<file path="src/rtl/store_rmw_unit_pkg.sv">
// Shared store-path definitions: access-size encodings and alignment rule.
// Size encodings match the load-extend select so both paths decode st_size/ld_size identically.
// Pure declarations; no logic state.
package store_rmw_unit_pkg;

  localparam logic [1:0] SIZE_W = 2'b00;
  localparam logic [1:0] SIZE_H = 2'b01;
  localparam logic [1:0] SIZE_B = 2'b10;
  localparam logic [1:0] SIZE_X = 2'b11;

  // A request is rejected when its size is illegal or its address is not naturally aligned.
  function automatic logic size_addr_illegal(input logic [1:0] size, input logic [1:0] byte_off);
    logic bad;
    bad = 1'b0;
    if (size == SIZE_X) begin
      bad = 1'b1;
    end else if (size == SIZE_H) begin
      bad = byte_off[0];
    end else if (size == SIZE_W) begin
      bad = (byte_off != 2'b00);
    end
    return bad;
  endfunction

endpackage

</file>
<file path="src/rtl/store_rmw_unit_if.sv">
// Bundle of the store request handshake and the word-wide single-port memory port.
// master = core + memory side, slave = the store unit itself.
// No timing of its own; signals are registered or decoded inside the unit.
interface store_rmw_unit_if #(
  parameter int ADDR_W = 32,
  parameter int MEM_AW = 10
);
  logic              st_valid;
  logic              st_ready;
  logic [ADDR_W-1:0] st_addr;
  logic [31:0]       st_data;
  logic [1:0]        st_size;
  logic              st_done;
  logic              st_misaligned;
  logic              busy;
  logic [MEM_AW-1:0] mem_addr;
  logic              mem_rd_en;
  logic [31:0]       mem_rdata;
  logic              mem_wr_en;
  logic [31:0]       mem_wdata;

  modport master (
    output st_valid, st_addr, st_data, st_size, mem_rdata,
    input  st_ready, st_done, st_misaligned, busy, mem_addr, mem_rd_en, mem_wr_en, mem_wdata
  );

  modport slave (
    input  st_valid, st_addr, st_data, st_size, mem_rdata,
    output st_ready, st_done, st_misaligned, busy, mem_addr, mem_rd_en, mem_wr_en, mem_wdata
  );
endinterface

</file>
<file path="src/rtl/store_lane_merge.sv">
// Replaces the byte or half-word lane(s) selected by byte_off in old_word with new_data.
// Latency: combinational.
// Backpressure: none.
module store_lane_merge
  import store_rmw_unit_pkg::*;
(
  input  logic [31:0] old_word,
  input  logic [15:0] new_data,
  input  logic [1:0]  byte_off,
  input  logic [1:0]  size,
  output logic [31:0] merged
);

  // Little-endian lanes: lane 0 is bits [7:0]; half-word pair chosen by byte_off[1].
  always_comb begin
    merged = old_word;
    if (size == SIZE_B) begin
      merged[{byte_off, 3'b000} +: 8] = new_data[7:0];
    end else if (size == SIZE_H) begin
      merged[{byte_off[1], 4'b0000} +: 16] = new_data;
    end
  end

endmodule

</file>
<file path="src/rtl/store_rmw_unit.sv">
// SW/SH/SB store into a word-only single-port memory; sub-word stores read-modify-write.
// Latency from accept: word store or reject done +1 cycle, sub-word done +3 cycles.
// Backpressure: st_ready only in IDLE; st_valid while busy is ignored.
module store_rmw_unit
  import store_rmw_unit_pkg::*;
#(
  parameter int ADDR_W = 32,
  parameter int MEM_AW = 10
) (
  input  logic           clk,
  input  logic           rst_n,
  store_rmw_unit_if.slave bus
);

  typedef enum logic [2:0] {
    S_IDLE  = 3'd0,
    S_READ  = 3'd1,
    S_MERGE = 3'd2,
    S_WRITE = 3'd3,
    S_ERR   = 3'd4
  } state_e;

  state_e            state_q, state_d;
  logic [MEM_AW+1:0] addr_q, addr_d;     // bits above the word index are never needed
  logic [15:0]       data_lo_q, data_lo_d; // sub-word stores only use the low half
  logic [1:0]        size_q, size_d;
  logic [31:0]       merged_q, merged_d;
  logic [31:0]       merged_w;

  store_lane_merge u_merge (
    .old_word (bus.mem_rdata),
    .new_data (data_lo_q),
    .byte_off (addr_q[1:0]),
    .size     (size_q),
    .merged   (merged_w)
  );

  // State and captured request registers; reset abandons any pending write.
  always_ff @(posedge clk or negedge rst_n) begin
    if (!rst_n) begin
      state_q   <= S_IDLE;
      addr_q    <= '0;
      data_lo_q <= '0;
      size_q    <= '0;
      merged_q  <= '0;
    end else begin
      state_q   <= state_d;
      addr_q    <= addr_d;
      data_lo_q <= data_lo_d;
      size_q    <= size_d;
      merged_q  <= merged_d;
    end
  end

  // Next state and capture: word stores preload merged_q with the full word so WRITE needs no mux.
  always_comb begin
    state_d   = state_q;
    addr_d    = addr_q;
    data_lo_d = data_lo_q;
    size_d    = size_q;
    merged_d  = merged_q;
    case (state_q)
      S_IDLE: begin
        if (bus.st_valid) begin
          addr_d    = bus.st_addr[MEM_AW+1:0];
          data_lo_d = bus.st_data[15:0];
          size_d    = bus.st_size;
          merged_d  = bus.st_data;
          if (size_addr_illegal(bus.st_size, bus.st_addr[1:0])) begin
            state_d = S_ERR;
          end else if (bus.st_size == SIZE_W) begin
            state_d = S_WRITE;
          end else begin
            state_d = S_READ;
          end
        end
      end
      S_READ:  state_d = S_MERGE;
      S_MERGE: begin
        merged_d = merged_w;
        state_d  = S_WRITE;
      end
      S_WRITE: state_d = S_IDLE;
      S_ERR:   state_d = S_IDLE;
      default: state_d = S_IDLE;
    endcase
  end

  // Moore outputs; memory address and data are forced to zero outside the strobe states.
  always_comb begin
    bus.st_ready      = (state_q == S_IDLE);
    bus.busy          = (state_q != S_IDLE);
    bus.st_done       = 1'b0;
    bus.st_misaligned = 1'b0;
    bus.mem_rd_en     = 1'b0;
    bus.mem_wr_en     = 1'b0;
    bus.mem_addr      = '0;
    bus.mem_wdata     = '0;
    case (state_q)
      S_READ: begin
        bus.mem_rd_en = 1'b1;
        bus.mem_addr  = addr_q[MEM_AW+1:2];
      end
      S_WRITE: begin
        bus.mem_wr_en = 1'b1;
        bus.mem_addr  = addr_q[MEM_AW+1:2];
        bus.mem_wdata = merged_q;
        bus.st_done   = 1'b1;
      end
      S_ERR: begin
        bus.st_done       = 1'b1;
        bus.st_misaligned = 1'b1;
      end
      default: ;
    endcase
  end

endmodule
</file>
<file path="src/flat_wrapper.sv">
// flat-port wrapper written by rule: the top's interface ports become plain ports
module store_rmw_unit_flat import store_rmw_unit_pkg::*;
#(
  parameter int ADDR_W = 32,
  parameter int MEM_AW = 10
)
  (clk, rst_n, bus_st_valid, bus_st_addr, bus_st_data, bus_st_size, bus_mem_rdata, bus_st_ready, bus_st_done, bus_st_misaligned, bus_busy, bus_mem_addr, bus_mem_rd_en, bus_mem_wr_en, bus_mem_wdata);
  store_rmw_unit_if #(.ADDR_W(ADDR_W), .MEM_AW(MEM_AW)) bus_i ();
  input  logic clk;
  input  logic rst_n;
  input wire logic [$bits(bus_i.st_valid)-1:0] bus_st_valid;
  input wire logic [$bits(bus_i.st_addr)-1:0] bus_st_addr;
  input wire logic [$bits(bus_i.st_data)-1:0] bus_st_data;
  input wire logic [$bits(bus_i.st_size)-1:0] bus_st_size;
  input wire logic [$bits(bus_i.mem_rdata)-1:0] bus_mem_rdata;
  output wire logic [$bits(bus_i.st_ready)-1:0] bus_st_ready;
  output wire logic [$bits(bus_i.st_done)-1:0] bus_st_done;
  output wire logic [$bits(bus_i.st_misaligned)-1:0] bus_st_misaligned;
  output wire logic [$bits(bus_i.busy)-1:0] bus_busy;
  output wire logic [$bits(bus_i.mem_addr)-1:0] bus_mem_addr;
  output wire logic [$bits(bus_i.mem_rd_en)-1:0] bus_mem_rd_en;
  output wire logic [$bits(bus_i.mem_wr_en)-1:0] bus_mem_wr_en;
  output wire logic [$bits(bus_i.mem_wdata)-1:0] bus_mem_wdata;
  assign bus_i.st_valid = bus_st_valid;
  assign bus_i.st_addr = bus_st_addr;
  assign bus_i.st_data = bus_st_data;
  assign bus_i.st_size = bus_st_size;
  assign bus_i.mem_rdata = bus_mem_rdata;
  assign bus_st_ready = bus_i.st_ready;
  assign bus_st_done = bus_i.st_done;
  assign bus_st_misaligned = bus_i.st_misaligned;
  assign bus_busy = bus_i.busy;
  assign bus_mem_addr = bus_i.mem_addr;
  assign bus_mem_rd_en = bus_i.mem_rd_en;
  assign bus_mem_wr_en = bus_i.mem_wr_en;
  assign bus_mem_wdata = bus_i.mem_wdata;
  store_rmw_unit #(.ADDR_W(ADDR_W), .MEM_AW(MEM_AW)) u_core (.clk(clk), .rst_n(rst_n), .bus(bus_i));
endmodule
</file>
<file path="config.mk">
export PLATFORM = sky130hd
export DESIGN_NAME = store_rmw_unit_flat
export DESIGN_NICKNAME = d
export VERILOG_FILES = /design/src/rtl/store_rmw_unit_pkg.sv /design/src/rtl/store_rmw_unit_if.sv /design/src/rtl/store_lane_merge.sv /design/src/rtl/store_rmw_unit.sv /design/src/flat_wrapper.sv
export SDC_FILE = /design/constraint.sdc
export NUM_CORES = 1
export LEC_CHECK = 0
export CAP_MARGIN = 20
export CORE_MARGIN = 4
export CORE_UTILIZATION = 35
export CTS_CLUSTER_SIZE = 28
export DETAILED_ROUTE_END_ITERATION = 8
export PLACE_DENSITY = 0.7
export SKIP_LAST_GASP = 1
export SYNTH_ARGS = -nofsm -noshare
export SYNTH_HDL_FRONTEND = slang
export SYNTH_SLANG_ARGS = --single-unit
</file>
<file path="constraint.sdc">
create_clock -name clk -period 4.58 [get_ports clk]
set_clock_uncertainty 0.1 [all_clocks]
set_input_delay 0.916 -clock clk [delete_from_list [all_inputs] [get_ports clk]]
set_output_delay 0.916 -clock clk [all_outputs]
set_load 0.01 [all_outputs]
</file>
==> out/qor.yml <==
outcome:
  status: "completed"
critical_path:
  critical_path_class: "flip-flop to output port"
  cp-end-kind: "output port"
  cp.required_ps: 3560
  worstPathArrival_ps: 2810
  cp_max_fo: 25
  critPathLaunchType: "flip-flop"
yosys:
  yosys.area_share.simple: 0.2044
  synth_fp_nets: 628
  yosysTopAreaCellShare: 0.3428
  yosys.area.top_type: "dfrtp_1"
  synth_edf_count: 0
  yosysMostFrequentCell: "dfrtp_1"
  ys_types: 50
  synth_top_flop_cell: "dfrtp_1"
  synth_cells: 522
  yosys_register_bits: 65
  avgSynthCellArea_sq_um: 9.089
  yosysWarnings: 0
  synth_xor_area_frac: 0
  netlist_top_cells_count: "dfrtp_1, and3_1, nor2_1, nand2_1"
  synth_compound_area_frac: 0.2959
  synth_area_leaders: "dfrtp_1, mux2_2, a221oi_1"
  async_flop_share: 1.000
  synth_top_family_by_area: "compound AO/OA/AOI/OAI gates"
  synth_mux_area_frac: 0.06408
  synth_area_sq_um: 4745
  yosysSeqAreaShare: 0.3428
  synth-adder-area-share: 0.01319
floorplanning:
  start_util: 0.3583
  io_pins: 149
  die_y_microns: 124.4
  die_w_microns: 124.4
  rows: 42
  fp.dieArea_sq_um: 15480
  core_sq_um: 13240
layout:
  multi_input_area_sq_um: 2743
  area_growth_pct: 34.12
  fillers: 1256
  diodes: 0
  ff_latch_area_sq_um: 1627
  nNetsFinal: 726
  drive_above_1_share: 0.1248
  utilization: 0.4805
timing:
  slew_headroom: 0.2875
  final.period_utilization: 0.8345
  worstMarginPinSlew_ps: 1065
  rsz0062_at_grt: "no"
  timing.fmax_mhz: 261.6
  slew_violations: 0
  finalHoldViolCount: 0
  setup_viol: 0
  tns_ps: 0
  fin_crit_ps: 3822
power_and_ir_drop:
  peakVddDrop_v: 0.0003218
  powerDensity_nw_per_um2: 699.2
  cellLeakagePower_nw: 2.577
route:
  vias_per_cell: 5.986
  dr_total_vias: 4795
  wl_microns: 16310
  drtIter0Drc: 430
  firstDrtPassIters: 5
  drc: 0
  ant_nets: 0
  routedWlPerCell_microns: 20.37
flow_run:
  drv_cap: 0
global_routing:
  grt_pass1_wl_microns: 25420
  gr-usage-all-layers: 0.2014
  grt_max_degree: 43
  grt_pass1_vias: 4743
  antenna_found_initial: 0
  grt_overflow: 0
placed_design:
  port_buffers: 128
  hpwlAfterDp_microns: 11440
  gp_congestion: 0.8764
cts:
  clkLatencyLatePin_ps: 340
  htreeDepth: 3
  cts_buffers: 9
  root_buffer: "clkbuf_16"
  clock_sinks: 65
  cts.repair.resized: 0
  hold_buffers: 0
  path_clk_slew_ps: 60
  cts_setup_buffers: 0
  cts_tree: "done"
  cts_buffer_depth: 2
min_path:
  hold_path.class: "input pin to async pin"
## placed cells by master (no fill, tap or decap), types with 3 or more instances in the layout
master,instances
a2111oi_0,5
a211oi_1,3
a221o_1,17
nor2b_1,18
ha_1,5
o22ai_2,3
mux2_2,27
nor3b_2,3
nor3_1,18
buf_4,12
inv_1,16
o21ai_0,12
nand2_1,31
a22oi_1,7
dfrtp_1,65
o31ai_1,16
a21oi_1,27
o22a_1,6
a2111oi_2,8
clkdlybuf4s50_1,127
o22ai_1,23
and3_1,34
a221oi_1,25
clkbuf_16,9
and2_1,16
a211o_1,8
o221ai_1,7
nand2b_1,10
o2bb2ai_1,7
nor2_1,32
## logic make-up (layout without fill, tap and decap cells)
| group | count (synthesis) | count (layout) |
|---|---|---|
| adders and majority gates | 5 | 5 |
| DFF | 65 | 65 |
| buffers and inverters | 72 | 175 |
| AOI/OAI and AO/OA | 178 | 178 |
| muxes | 27 | 27 |
| and+or+nand+nor | 175 | 175 |
## power by group
part | total [mW] | internal (mW) | leakage, nW | switching, mW
clock | 0.748 | 0.476 | 0.155 | 0.272
combinational | 2.45 | 1.16 | 1.65 | 1.29
sequential | 1.25 | 0.875 | 0.773 | 0.378
total | 4.45 | 2.51 | 2.58 | 1.94
## critical path: stages (launching register included)
cell and delay, ps:
dfrtp_1 620, nor2b_2 690, buf_4 380, and3_1 180
clkdlybuf4s50_1 570
## layout make-up
type                            count  share of cell area
Clock inverter                      7             0.01494
Sequential cell                    65              0.2556
Timing Repair Buffer              141              0.2179
Inverter                           18             0.01062
Clock buffer                        9             0.03539
Tap cell                          176             0.03460
Multi-Input combinational cell    385              0.4310
## path summary, 6_finish.rpt
check,slack (ps),to,start,cells after the start
min in group clk,400,u_core.addr_q[2]$_DFFE_PN0P_,u_core.addr_q[2]$_DFFE_PN0P_,1
max in group asynchronous,3270,u_core.addr_q[3]$_DFFE_PN0P_,rst_n,3
setup / recovery,760,bus_mem_wdata[6],u_core.state_q[0]$_DFFE_PN0P_,4
hold reg to reg,400,u_core.addr_q[2]$_DFFE_PN0P_,u_core.addr_q[2]$_DFFE_PN0P_,1
hold / removal,280,u_core.merged_q[12]$_DFFE_PN0P_,rst_n,1
setup reg to reg,1490,u_core.merged_q[27]$_DFFE_PN0P_,u_core.state_q[1]$_DFFE_PN0P_,5
## routing by layer
metal  wire length, microns  GRT usage  vias to the layer above
li1                       -          -                     2196
met1                   6723     0.2609                     2319
met2                   7891     0.3286                      243
met3                   1327    0.05103                       37
met4                    371    0.06641                        0
met5                      0          0                        -
## flip-flops by register name, summed over array words and instances, names as in the netlist
register          cells
u_core.data_lo_q     16
u_core.merged_q      32
u_core.addr_q        12
u_core.size_q         2
u_core.state_q        3
## through the flow
stage	cell area [sq um]	power [mW]	setup WS, ps	std cells	hold slack [ps]
floorplan	4745	2.904	2169	522	362.3
global placement	6016	3.587	1127	783	376.9
detailed placement	6016	3.656	1146	783	388.1
CTS	6336	4.415	785.5	799	400.6
global route	6364	4.721	676.0	801	283.1
finish	6364	4.450	758.0	801	279.8
(Power assumes the default switching activity.)
